File: config.mk
export PLATFORM = sky130hd
export DESIGN_NAME = reg_file_mp
export DESIGN_NICKNAME = d
export VERILOG_FILES = /design/src/rtl/reg_file_mp.sv
export SDC_FILE = /design/constraint.sdc
export NUM_CORES = 1
export LEC_CHECK = 0
export CAP_MARGIN = 20
export CORE_MARGIN = 3
export CORE_UTILIZATION = 30
export DETAILED_ROUTE_END_ITERATION = 7
export HOLD_SLACK_MARGIN = 0.06
export PLACE_DENSITY_LB_ADDON = 0.3
export SLEW_MARGIN = 25
export SYNTH_ARGS = -nofsm -noshare
export SYNTH_HDL_FRONTEND = slang
export SYNTH_SLANG_ARGS = --single-unit
File: constraint.sdc
create_clock -name clk -period 46.7 [get_ports clk]
set_clock_uncertainty 0.2 [all_clocks]
set_input_delay 7.005 -clock clk [delete_from_list [all_inputs] [get_ports clk]]
set_output_delay 7.005 -clock clk [all_outputs]
set_load 0.01 [all_outputs]
File: src/rtl/reg_file_mp.sv
// rtl/reg_file_mp.sv - parametrised 1W/2R register file with registered reads; optional write-first bypass via RF_BYPASS_EN
module reg_file_mp #(
  parameter int DATA_W    = 16,
  parameter int ADDR_W    = 5,
  parameter int ZERO_REG0 = 0
) (
  input  logic              clk,
  input  logic              rst,
  input  logic              rd1_en,
  input  logic [ADDR_W-1:0] rd1_addr,
  input  logic              rd2_en,
  input  logic [ADDR_W-1:0] rd2_addr,
  input  logic              wr_en,
  input  logic [ADDR_W-1:0] wr_addr,
  input  logic [DATA_W-1:0] wr_data,
  output logic [DATA_W-1:0] rd1_data,
  output logic              rd1_valid,
  output logic [DATA_W-1:0] rd2_data,
  output logic              rd2_valid
);

  localparam int DEPTH = 1 << ADDR_W;

  logic [DATA_W-1:0] mem [DEPTH];
  logic              wr_to_zero;
  logic              wr_fire;
  logic [DATA_W-1:0] rd1_next;
  logic [DATA_W-1:0] rd2_next;

  // A write aimed at the hard-wired zero entry is discarded before it reaches storage
  // or the bypass path, so the zero entry can never leak a written value.
  assign wr_to_zero = (ZERO_REG0 != 0) && (wr_addr == '0);
  assign wr_fire    = wr_en && !wr_to_zero;

  // Storage array: cleared asynchronously, one write per edge.
  always_ff @(posedge clk or posedge rst) begin
    if (rst) begin
      for (int i = 0; i < DEPTH; i++) begin
        mem[i] <= '0;
      end
    end else if (wr_fire) begin
      mem[wr_addr] <= wr_data;
    end
  end

  // Port 1 source: stored word, optionally overridden by same-edge write data, forced to 0 for the zero entry.
  always_comb begin
    rd1_next = mem[rd1_addr];
`ifdef RF_BYPASS_EN
    if (wr_fire && (wr_addr == rd1_addr)) begin
      rd1_next = wr_data;
    end
`endif
    if ((ZERO_REG0 != 0) && (rd1_addr == '0)) begin
      rd1_next = '0;
    end
  end

  // Port 2 source: same selection rules as port 1, fully independent address.
  always_comb begin
    rd2_next = mem[rd2_addr];
`ifdef RF_BYPASS_EN
    if (wr_fire && (wr_addr == rd2_addr)) begin
      rd2_next = wr_data;
    end
`endif
    if ((ZERO_REG0 != 0) && (rd2_addr == '0)) begin
      rd2_next = '0;
    end
  end

  // Port 1 output register: data loads only on a request, valid pulses for one cycle per request.
  always_ff @(posedge clk or posedge rst) begin
    if (rst) begin
      rd1_data  <= '0;
      rd1_valid <= 1'b0;
    end else begin
      rd1_valid <= rd1_en;
      if (rd1_en) begin
        rd1_data <= rd1_next;
      end
    end
  end

  // Port 2 output register: data loads only on a request, valid pulses for one cycle per request.
  always_ff @(posedge clk or posedge rst) begin
    if (rst) begin
      rd2_data  <= '0;
      rd2_valid <= 1'b0;
    end else begin
      rd2_valid <= rd2_en;
      if (rd2_en) begin
        rd2_data <= rd2_next;
      end
    end
  end

endmodule

==> results.txt, run 1 <==
Status: finished, final reports clean
CTS resizes: 0
Startpoint types: input pin
H-tree depth: 2
Worst-Skew Late Latency: 0.64 ns
DP Worst Slack: 35.68 ns
Final Max Tran Viols: 0
Overall Global Routing Usage: 18.7%
Synth area leaders: dfrtp_1 (46%), mux2_2 (20%), mux2i_1 (17%)
Largest net degree at the start of global routing: 161
Starting DRT DRC Count: 1551
# Post-CTS Setup Buffers: 0
Clock tree buffer depth: 3
Pleak: 14.8 nW
Post-synth EDFFs: 0
Int Power: 0.973 mW
Initial antenna violation count: 3
Final instance area: 32800 um^2
Ys Warns: 0
Die W: 320 um
Pwr/cell area: 41.8 nW/um^2
Worst path slowest cell: buf_4
CP max FO: 89
Asr flop ratio synth: 100%
Total CTS buffers: 57
Initial Util: 30.4%
Critical path data arrival time: 10.81 ns
Area delta synth->final: 10.7%
RSZ-0062 raised after global routing: no
Sw frac: 29.0%
Vias in the first global route: 21.1k
Syn Inst Count: 2302
Flops & latches, synth: 546
Gate power share: 19.8%
IO Port Bufs: 69
Post-route DRC: 0
Commonest cells post-synth: dfrtp_1 (546), mux2_2 (534), mux2i_1 (512)
Worst VDD drop: 0.0312 mV
Final antenna-violating net count: 0
RePlAce Congestion: 0.774
Post-placement cell area: 30900 um^2
Min-delay worst type: reg -> reg
TritonRoute pass-1 iters: 7
Total grt overflow: 0
Io pins: 70
R2R Path Start: mem[308]
Hold buffers post-CTS: 0
Prevailing post-synth register cell: dfrtp_1
TritonCTS clock tree: done
Hold path cells: 1
Detail Placement HPWL: 54900 um
R2r endpoint: rd1_data[4]
CP Capture Type: flip-flop
Chip Height: 320 um
Clock slew at reported path FFs: 0.06 ns
Worst-margin pin slew: 1.15 ns
Area fraction of the dominant cell type after synthesis: 46.1%
Final Critical Period: 10.44 ns
Die area: 103000 um^2
Cell Area, Synth: 29600 um^2
Power after layout: 1.37 mW
Maximum clock rate: 0.0958 GHz
Crit share post-route: 22.4%
Sequential fraction of the synthesis area: 46.1%
Via count: 20.1k
Avg Inst Size Synth: 12.9 um^2
Headroom to the max-slew limit: 22.9%
Post-synth net total: 2338
Finished Layout Cells: 3563
Share of post-route cells with drive strength above 1: 31.8%
Total Wirelength: 98200 um
Min-delay src: rd2_data[9]
Fin. Hold Viols: 0
Wirelength per Cell: 27.6 um
Hold path endpoint: rd2_data[9]
Placement row count: 114
Critical path, cell by cell: buf_8, buf_4, buf_4, mux2i_1, a22oi_1, a21oi_1, nor4_1, mux2_2
Largest delay share family, worst path: buffers and inverters
Wire length of the first global-routing pass: 143000 um
Setup TNS: 0 ns
Root Driver: clkbuf_16
Netlist cell types: 38
# nets final: 2283
Clk pwr share: 33.9%
Setup violators final: 0
Reg2Reg Depth: 5
Net Switching: 0.398 mW
Max Cap Viol: 0
Setup slack, reg-to-reg: 44.44 ns
Post-Place Cells: 3461
CP Class: in -> reg
Clock tree sinks: 546
Area leader, netlist: dfrtp_1
DR vias/cell: 5.65
Seq pwr share: 46.3%
Setup WS post-layout: 36.26 ns
Cell with the most instances after synthesis: dfrtp_1
Most frequent cell on the critical path: buf_4
Crit path required time: 47.07 ns
CP peak stage delay: 0.76 ns
CP bufs+invs: 3
Core footprint: 97300 um^2
final cells by class:
cell class                      count  area (um^2)
Inverter                            1         11.3
Antenna cell                        1         2.50
Multi-Input combinational cell   1537        14700
Fill cell                        9538        64500
Sequential cell                   546        13700
Clock inverter                     14          168
Clock buffer                       84         1690
Timing Repair Buffer              104          980
Tap cell                         1276         1600
cell usage in the layout, fill, tap and decap left out, types with 3 or more instances in the layout:
cell type / synthesis / final
dfrtp_1: 546 / 546
mux2_2: 534 / 534
mux2i_1: 512 / 512
a22oi_1: 256 / 256
a21oi_1: 128 / 128
clkbuf_16: 0 / 57
clkdlybuf4s50_1: 0 / 51
nor4_1: 32 / 32
buf_4: 27 / 29
nand2_2: 16 / 16
clkbuf_8: 0 / 16
buf_2: 50 / 16
nor2_4: 4 / 14
clkbuf_1: 73 / 11
mux2_1: 10 / 10
nor2_8: 4 / 4
nor2b_4: 0 / 4
clkinv_2: 0 / 4
buf_16: 0 / 4
nor3b_4: 3 / 3
nand2_1: 3 / 3
nand3b_4: 3 / 3
clkinvlp_4: 0 / 3
bufinv_16: 0 / 3
worst reg2reg max path: stages (launching register included):
cell and delay [ns]:
dfrtp_1 0.37, mux2i_1 0.08, a22oi_1 0.23, a21oi_1 0.18
nor4_1 0.85, mux2_2 0.29
stage by stage:
step / hold slack, ns / util [%]
final: 0.309 / 33.7
after global routing: 0.328 / 33.7
after CTS: 0.312 / 33.7
after detailed placement: 0.298 / 31.8
after global placement: 0.291 / 31.7
after floorplan: 0.279 / -
worst max-delay path by stage:
stage	start	end	slack, ns	cells past startpoint
after floorplan	rst	mem[0]	24.23	1
after global placement	rd1_addr[0]	rd1_data[7]	35.66	8
after detailed placement	rd1_addr[0]	rd1_data[7]	35.68	8
after CTS	rd1_addr[0]	rd1_data[7]	36.33	8
after global routing	rd1_addr[0]	rd1_data[7]	36.06	8
final	rd1_addr[0]	rd1_data[7]	36.26	8
power by group through the flow:
stage,Sequential (mW),Clock (mW),Combinational (mW)
6_report,0.635,0.465,0.272
3_5_place_dp,0.642,0,0.271
3_3_place_gp,0.635,0,0.262
2_1_floorplan,0.624,0,0.206
5_1_grt,0.648,0.492,0.295
4_1_cts,0.634,0.473,0.271
metal layers:
metal	GRT usage (%)	part of all wire, %	vias up
met5	0	0	-
met4	6.24	3.0	0
met3	3.89	7.3	183
met2	28.2	43	761
met1	26.7	46	10700
li1	-	-	8528
flip-flops by register name, summed over array words and instances (netlist names):
signal     count
rd1_valid      1
rd2_data      16
rd2_valid      1
mem          512
rd1_data      16
kinds of logic (layout without fill, tap and decap cells):
group,count (synthesis),count (layout),share of synthesized area [%]
other cells,0,1,0
flops,546,546,46.1
buf+inv,219,203,4.62
simple gates,97,97,2.58
compound gates,384,384,8.65
mux,1056,1056,38.0
Note: power is estimated with default switching activity, not from simulation.
==> run 2: changes to the inputs <==
==> constraint.sdc (replaced) <==
create_clock -name clk -period 9.8 [get_ports clk]
set_clock_uncertainty 0.2 [all_clocks]
set_input_delay 1.47 -clock clk [delete_from_list [all_inputs] [get_ports clk]]
set_output_delay 1.47 -clock clk [all_outputs]
set_load 0.01 [all_outputs]
==> run 2 against run 1 <==
Combinational power rose to 4.7 times the previous value. Worst setup slack lost 31 ns. Worst hold slack gained 0.0017 ns. Global-route usage is 0.29 points higher. Final cell count up 0.22%. Via count shrank 0.42%. Largest cell class unchanged. Sequential share of layout area fell by 0.17 points. Largest power group unchanged.
==> results.txt, run 2 (same netlist as run 1, synthesis figures left out) <==
Overall Global Routing Usage: 19.0% (was 18.7%)
Fin. Hold Viols: 0 (unchanged)
Crit. Startpoint: rd1_addr[0] (unchanged)
Gate power share: 19.3% (was 19.8%)
Antenna cells: 0 (was 1)
Crit path required time: 10.16 ns (was 47.07 ns)
Worst path slowest cell: buf_4 (unchanged)
Root Driver: clkbuf_16 (unchanged)
Initial antenna violation count: 5 (was 3)
Total Wirelength: 99700 um (was 98200 um)
Starting DRT DRC Count: 1578 (was 1551)
Int Power: 4.78 mW (was 0.973 mW)
Min-delay worst type: reg -> reg (unchanged)
Seq pwr share: 45.3% (was 46.3%)
RePlAce Congestion: 0.794 (was 0.774)
Pwr/cell area: 204 nW/um^2 (was 41.8 nW/um^2)
Worst-Skew Late Latency: 0.63 ns (was 0.64 ns)
Die area: 103000 um^2 (unchanged)
Chip Height: 320 um (unchanged)
Startpoint types: input pin (unchanged)
DR vias/cell: 5.61 (was 5.65)
CP Class: in -> reg (unchanged)
Setup slack, reg-to-reg: 7.27 ns (was 44.44 ns)
Total grt overflow: 0 (unchanged)
Worst hold margin: 0.310 ns (was 0.309 ns)
Share of post-route cells with drive strength above 1: 32.2% (was 31.8%)
Max Cap Viol: 0 (unchanged)
Post-route DRC: 0 (unchanged)
Clock slew at reported path FFs: 0.06 ns (about the same)
Worst VDD drop: 0.136 mV (was 0.0312 mV)
Clk pwr share: 35.5% (was 33.9%)
Headroom to the max-slew limit: 19.9% (was 22.9%)
CP max FO: 61 (was 89)
Via count: 20.0k (was 20.1k)
Clock tree buffer depth: 3 (unchanged)
Critical path data arrival time: 5.03 ns (was 10.81 ns)
H-tree depth: 2 (unchanged)
Detail Placement HPWL: 55100 um (was 54900 um)
Core footprint: 97300 um^2 (unchanged)
Net Switching: 1.92 mW (was 0.398 mW)
Placement row count: 114 (unchanged)
IO Port Bufs: 69 (unchanged)
Largest delay share family, worst path: buffers and inverters (unchanged)
Final Max Tran Viols: 0 (unchanged)
Status: finished, final reports clean (unchanged)
Final Critical Period: 4.67 ns
Area delta synth->final: 11.2% (was 10.7%)
Largest registers: mem: 512 flops, rd1_data: 16 flops, rd2_data: 16 flops (unchanged)
Number of stages on the worst setup path: 8 (unchanged)
Worst-margin pin slew: 1.19 ns (was 1.15 ns)
RSZ-0062 raised after global routing: no (unchanged)
Maximum clock rate: 0.214 GHz
Die W: 320 um (unchanged)
Wirelength per Cell: 27.9 um (was 27.6 um)
CP bufs+invs: 3 (unchanged)
Critical path, cell by cell: buf_8, buf_4, buf_4, mux2i_1, a22oi_1, a21oi_1, nor4_1, mux2_2 (unchanged)
R2r endpoint: rd1_data[11] (was rd1_data[4])
TritonCTS clock tree: done (unchanged)
Setup TNS: 0 ns (unchanged)
Final antenna-violating net count: 0 (unchanged)
Vias in the first global route: 20.7k (was 21.1k)
CP peak stage delay: 0.86 ns (was 0.76 ns)
TritonRoute pass-1 iters: 5 (was 7)
Hold buffers post-CTS: 0 (unchanged)
Total CTS buffers: 58 (was 57)
Clock tree sinks: 546 (unchanged)
Sw frac: 28.7% (was 29.0%)
Initial Util: 30.4% (unchanged)
Pleak: 14.9 nW (was 14.8 nW)
Io pins: 70 (unchanged)
# nets final: 2283 (unchanged)
Commonest non-fill, non-tap cell in the layout: dfrtp_1 (unchanged)
CTS resizes: 0 (unchanged)
Biggest register: mem (unchanged)
Wire length of the first global-routing pass: 144000 um (was 143000 um)
# Post-CTS Setup Buffers: 0 (unchanged)
Most frequent cell on the critical path: buf_4 (unchanged)
Reg2Reg Depth: 5 (unchanged)
Most frequent cells in the layout: dfrtp_1 (546), mux2_2 (534), mux2i_1 (512) (unchanged)
Crit share post-route: 47.6%
CP Capture Type: flip-flop (unchanged)
Setup violators final: 0 (unchanged)
R2R Path Start: mem[43] (was mem[308])
Max reg flops: 512 (unchanged)
Worst setup path end: rd1_data[7] (unchanged)
Largest net degree at the start of global routing: 178 (was 161)
-- run 2: power groups by stage --
stage	clock (mW)	sequential (mW)	combinational, mW
after floorplan	0	2.97	0.983
after global placement	0	3.04	1.25
after detailed placement	0	3.07	1.29
after CTS	2.42	3.03	1.29
after global routing	2.51	3.09	1.41
final	2.38	3.03	1.29
-- run 2: area by class of cell --
| type | instances | area (um^2) |
|---|---|---|
| Tap cell | 1276 | 1600 |
| Clock buffer | 87 | 1740 |
| Multi-Input combinational cell | 1537 | 14700 |
| Sequential cell | 546 | 13700 |
| Inverter | 1 | 7.51 |
| Timing Repair Buffer | 103 | 951 |
| Fill cell | 9506 | 64400 |
| Clock inverter | 21 | 292 |
-- run 2: worst min-delay path by stage --
stage	start	endpoint	slack [ns]	cells after the start
floorplan	mem[176]	mem[176]	0.28	1
global placement	mem[176]	mem[176]	0.29	1
detailed placement	rd1_data[12]	rd1_data[12]	0.30	1
CTS	rd1_data[9]	rd1_data[9]	0.32	1
global route	mem[176]	mem[176]	0.34	1
finish	rd1_data[5]	rd1_data[5]	0.31	1
-- run 2: worst register-to-register path: cells and delay by family (launching register included) --
| family | cells | cell delay (ns) |
|---|---|---|
| muxes | 2 | 0.41 |
| AOI/OAI and AO/OA | 2 | 0.53 |
| DFF | 1 | 0.38 |
| and+or+nand+nor | 1 | 0.97 |
-- run 2: metal layers --
metal / up-vias / GRT usage [%] / part of all wire [%]
met2: 779 / 29.0 / 44
met1: 10500 / 26.2 / 45
li1: 8545 / - / -
met5: - / 0 / 0
met4: 0 / 6.48 / 3.6
met3: 201 / 4.86 / 7.7
-- run 2: through the flow --
stage | total power, mW | worst slack, ns | utilization, % | cells | instance area [um^2]
floorplan | 3.96 | 0.702 | - | 2302 | 29600
global placement | 4.28 | 4.58 | 31.7 | 3460 | 30900
detailed placement | 4.36 | 4.58 | 31.8 | 3461 | 30900
CTS | 6.75 | 5.25 | 33.9 | 3569 | 32900
global route | 7.01 | 5.06 | 33.8 | 3571 | 32900
finish | 6.70 | 5.13 | 33.8 | 3571 | 32900
==> run 3: changes to the inputs <==
==> constraint.sdc (replaced) <==
create_clock -name clk -period 4.09 [get_ports clk]
set_clock_uncertainty 0.2 [all_clocks]
set_input_delay 0.6135 -clock clk [delete_from_list [all_inputs] [get_ports clk]]
set_output_delay 0.6135 -clock clk [all_outputs]
set_load 0.01 [all_outputs]
==> run 3 against run 2 <==
Worst setup slack got worse by 4.0 ns. Critical path depth decreased by 1. Clock-buffer cell count increased by 2. Final cell count increased by 1.4%. Worst hold slack got worse by 0.058 ns. Core utilization increased by 0.56 points. Register-to-register slack got worse by 5.3 ns. Wire length decreased by 1.1%. Total power increased by 140%. Global-route usage decreased by 0.22 points. Critical endpoint is now rd2_data[1]. Largest cell class unchanged. Highest routed layer unchanged.
==> results.txt, run 3 (same netlist as run 1, synthesis figures left out) <==
Crit path required time: 4.41 ns (was 10.16 ns)
Wire length of the first global-routing pass: 144000 um (about the same)
Placement row count: 114 (unchanged)
Status: finished, final reports clean (unchanged)
Overall Global Routing Usage: 18.8% (was 19.0%)
Maximum clock rate: 0.341 GHz
IO Port Bufs: 69 (unchanged)
Largest registers: mem: 512 flops, rd1_data: 16 flops, rd2_data: 16 flops (unchanged)
Most frequent cells in the layout: dfrtp_1 (546), mux2_2 (534), mux2i_1 (512) (unchanged)
TritonCTS clock tree: done (unchanged)
Initial Util: 30.4% (unchanged)
Chip Height: 320 um (unchanged)
Final Critical Period: 2.94 ns
CP max FO: 21 (was 61)
Core footprint: 97300 um^2 (unchanged)
Post-route DRC: 0 (unchanged)
Critical path data arrival time: 3.26 ns (was 5.03 ns)
Io pins: 70 (unchanged)
Pleak: 15.2 nW (was 14.9 nW)
Setup slack, reg-to-reg: 2.00 ns (was 7.27 ns)
Fin. Hold Viols: 0 (unchanged)
CTS resizes: 0 (unchanged)
DR vias/cell: 5.60 (was 5.61)
Crit share post-route: 71.8%
Total grt overflow: 0 (unchanged)
Area delta synth->final: 13.0% (was 11.2%)
Detail Placement HPWL: 58700 um (was 55100 um)
Final antenna-violating net count: 0 (unchanged)
Headroom to the max-slew limit: 36.5% (was 19.9%)
CP Capture Type: flip-flop (unchanged)
R2r endpoint: rd1_data[12] (was rd1_data[11])
Clock slew at reported path FFs: 0.07 ns (was 0.06 ns)
Commonest non-fill, non-tap cell in the layout: dfrtp_1 (unchanged)
Final Max Tran Viols: 0 (unchanged)
Largest net degree at the start of global routing: 69 (was 178)
Worst VDD drop: 0.347 mV (was 0.136 mV)
Initial antenna violation count: 1 (was 5)
RSZ-0062 raised after global routing: no (unchanged)
Int Power: 11.4 mW (was 4.78 mW)
CP Class: in -> reg (unchanged)
# Post-CTS Setup Buffers: 0 (unchanged)
Worst-margin pin slew: 0.949 ns (was 1.19 ns)
Sw frac: 28.6% (was 28.7%)
# nets final: 2335 (was 2283)
Via count: 20.3k (was 20.0k)
H-tree depth: 2 (unchanged)
TritonRoute pass-1 iters: 5 (unchanged)
Total CTS buffers: 57 (was 58)
Root Driver: clkbuf_16 (unchanged)
Hold buffers post-CTS: 0 (unchanged)
Total Wirelength: 98600 um (was 99700 um)
Min-delay worst type: in -> reg (was reg -> reg)
Seq pwr share: 45.4% (was 45.3%)
Die area: 103000 um^2 (unchanged)
Hold path endpoint: rd2_valid (was rd1_data[5])
Net Switching: 4.57 mW (was 1.92 mW)
Min-delay src: rd2_en (was rd1_data[5])
Startpoint types: input pin (unchanged)
Share of post-route cells with drive strength above 1: 33.5% (was 32.2%)
Clock tree buffer depth: 3 (unchanged)
Max reg flops: 512 (unchanged)
Worst hold margin: 0.252 ns (was 0.310 ns)
Biggest register: mem (unchanged)
Clk pwr share: 34.7% (was 35.5%)
Reg2Reg Depth: 5 (unchanged)
R2R Path Start: mem[380] (was mem[43])
Antenna cells: 0 (unchanged)
RePlAce Congestion: 0.798 (was 0.794)
Die W: 320 um (unchanged)
Worst-Skew Late Latency: 0.63 ns (about the same)
Clock tree sinks: 546 (unchanged)
Vias in the first global route: 21.1k (was 20.7k)
Max Cap Viol: 0 (unchanged)
Power after layout: 16.0 mW (was 6.70 mW)
Setup violators final: 0 (unchanged)
Post-Place Cells: 3516 (was 3461)
Hold path cells: 1 (unchanged)
Gate power share: 19.9% (was 19.3%)
Wirelength per Cell: 27.2 um (was 27.9 um)
Finished Layout Cells: 3622 (was 3571)
Pwr/cell area: 477 nW/um^2 (was 204 nW/um^2)
Starting DRT DRC Count: 1574 (was 1578)
-- run 3: worst max-delay path by stage --
stage,from,endpoint,slack [ns],cells past startpoint
detailed placement,rd2_addr[2],rd2_data[1],0.59,7
global route,rd2_addr[2],rd2_data[1],1.19,7
floorplan,rst,mem[0],-4.15,1
finish,rd2_addr[2],rd2_data[1],1.15,7
CTS,rd2_addr[2],rd2_data[1],1.26,7
global placement,rd2_addr[2],rd2_data[1],0.60,7
-- run 3: worst max-delay path: stages --
cell	delay (ns)
clkdlybuf4s50_1	0.63
nor2b_4	0.59
buf_4	0.45
a22oi_1	0.19
a21oi_1	0.34
nor4_1	0.13
mux2_2	0.28
-- run 3: power by group through the flow --
stage / clock network (mW) / registers, mW / logic, mW
after detailed placement: 0 / 7.33 / 3.19
after global routing: 5.89 / 7.39 / 3.46
after CTS: 5.67 / 7.24 / 3.20
after floorplan: 0 / 7.13 / 2.36
final: 5.54 / 7.25 / 3.19
after global placement: 0 / 7.24 / 3.11
-- run 3: layout make-up --
| type | count | area, um^2 |
|---|---|---|
| fillers | 9557 | 63800 |
| multi-input cells | 1537 | 14600 |
| flip-flops and latches | 546 | 13700 |
| clock buffers | 89 | 1770 |
| well taps | 1276 | 1600 |
| repair buffers | 156 | 1590 |
| clock inverters | 17 | 218 |
| inverters | 1 | 7.51 |
-- run 3: per-stage QoR --
step	worst slack, ns	area (um^2)	TNS (ns)	utilization, %
after global routing	1.19	33500	0	34.4
after CTS	1.26	33500	0	34.5
after floorplan	-4.15	29600	-2266.67	-
after detailed placement	0.588	31500	0	32.4
final	1.15	33500	0	34.4
after global placement	0.603	31600	0	32.4
-- run 3: per-layer routing --
metal | part of all wire (%) | global-route usage [%] | vias to the layer above
li1 | - | - | 8659
met1 | 46 | 26.8 | 10800
met2 | 44 | 28.7 | 706
met3 | 6.8 | 3.98 | 174
met4 | 2.5 | 5.22 | 0
met5 | 0 | 0 | -
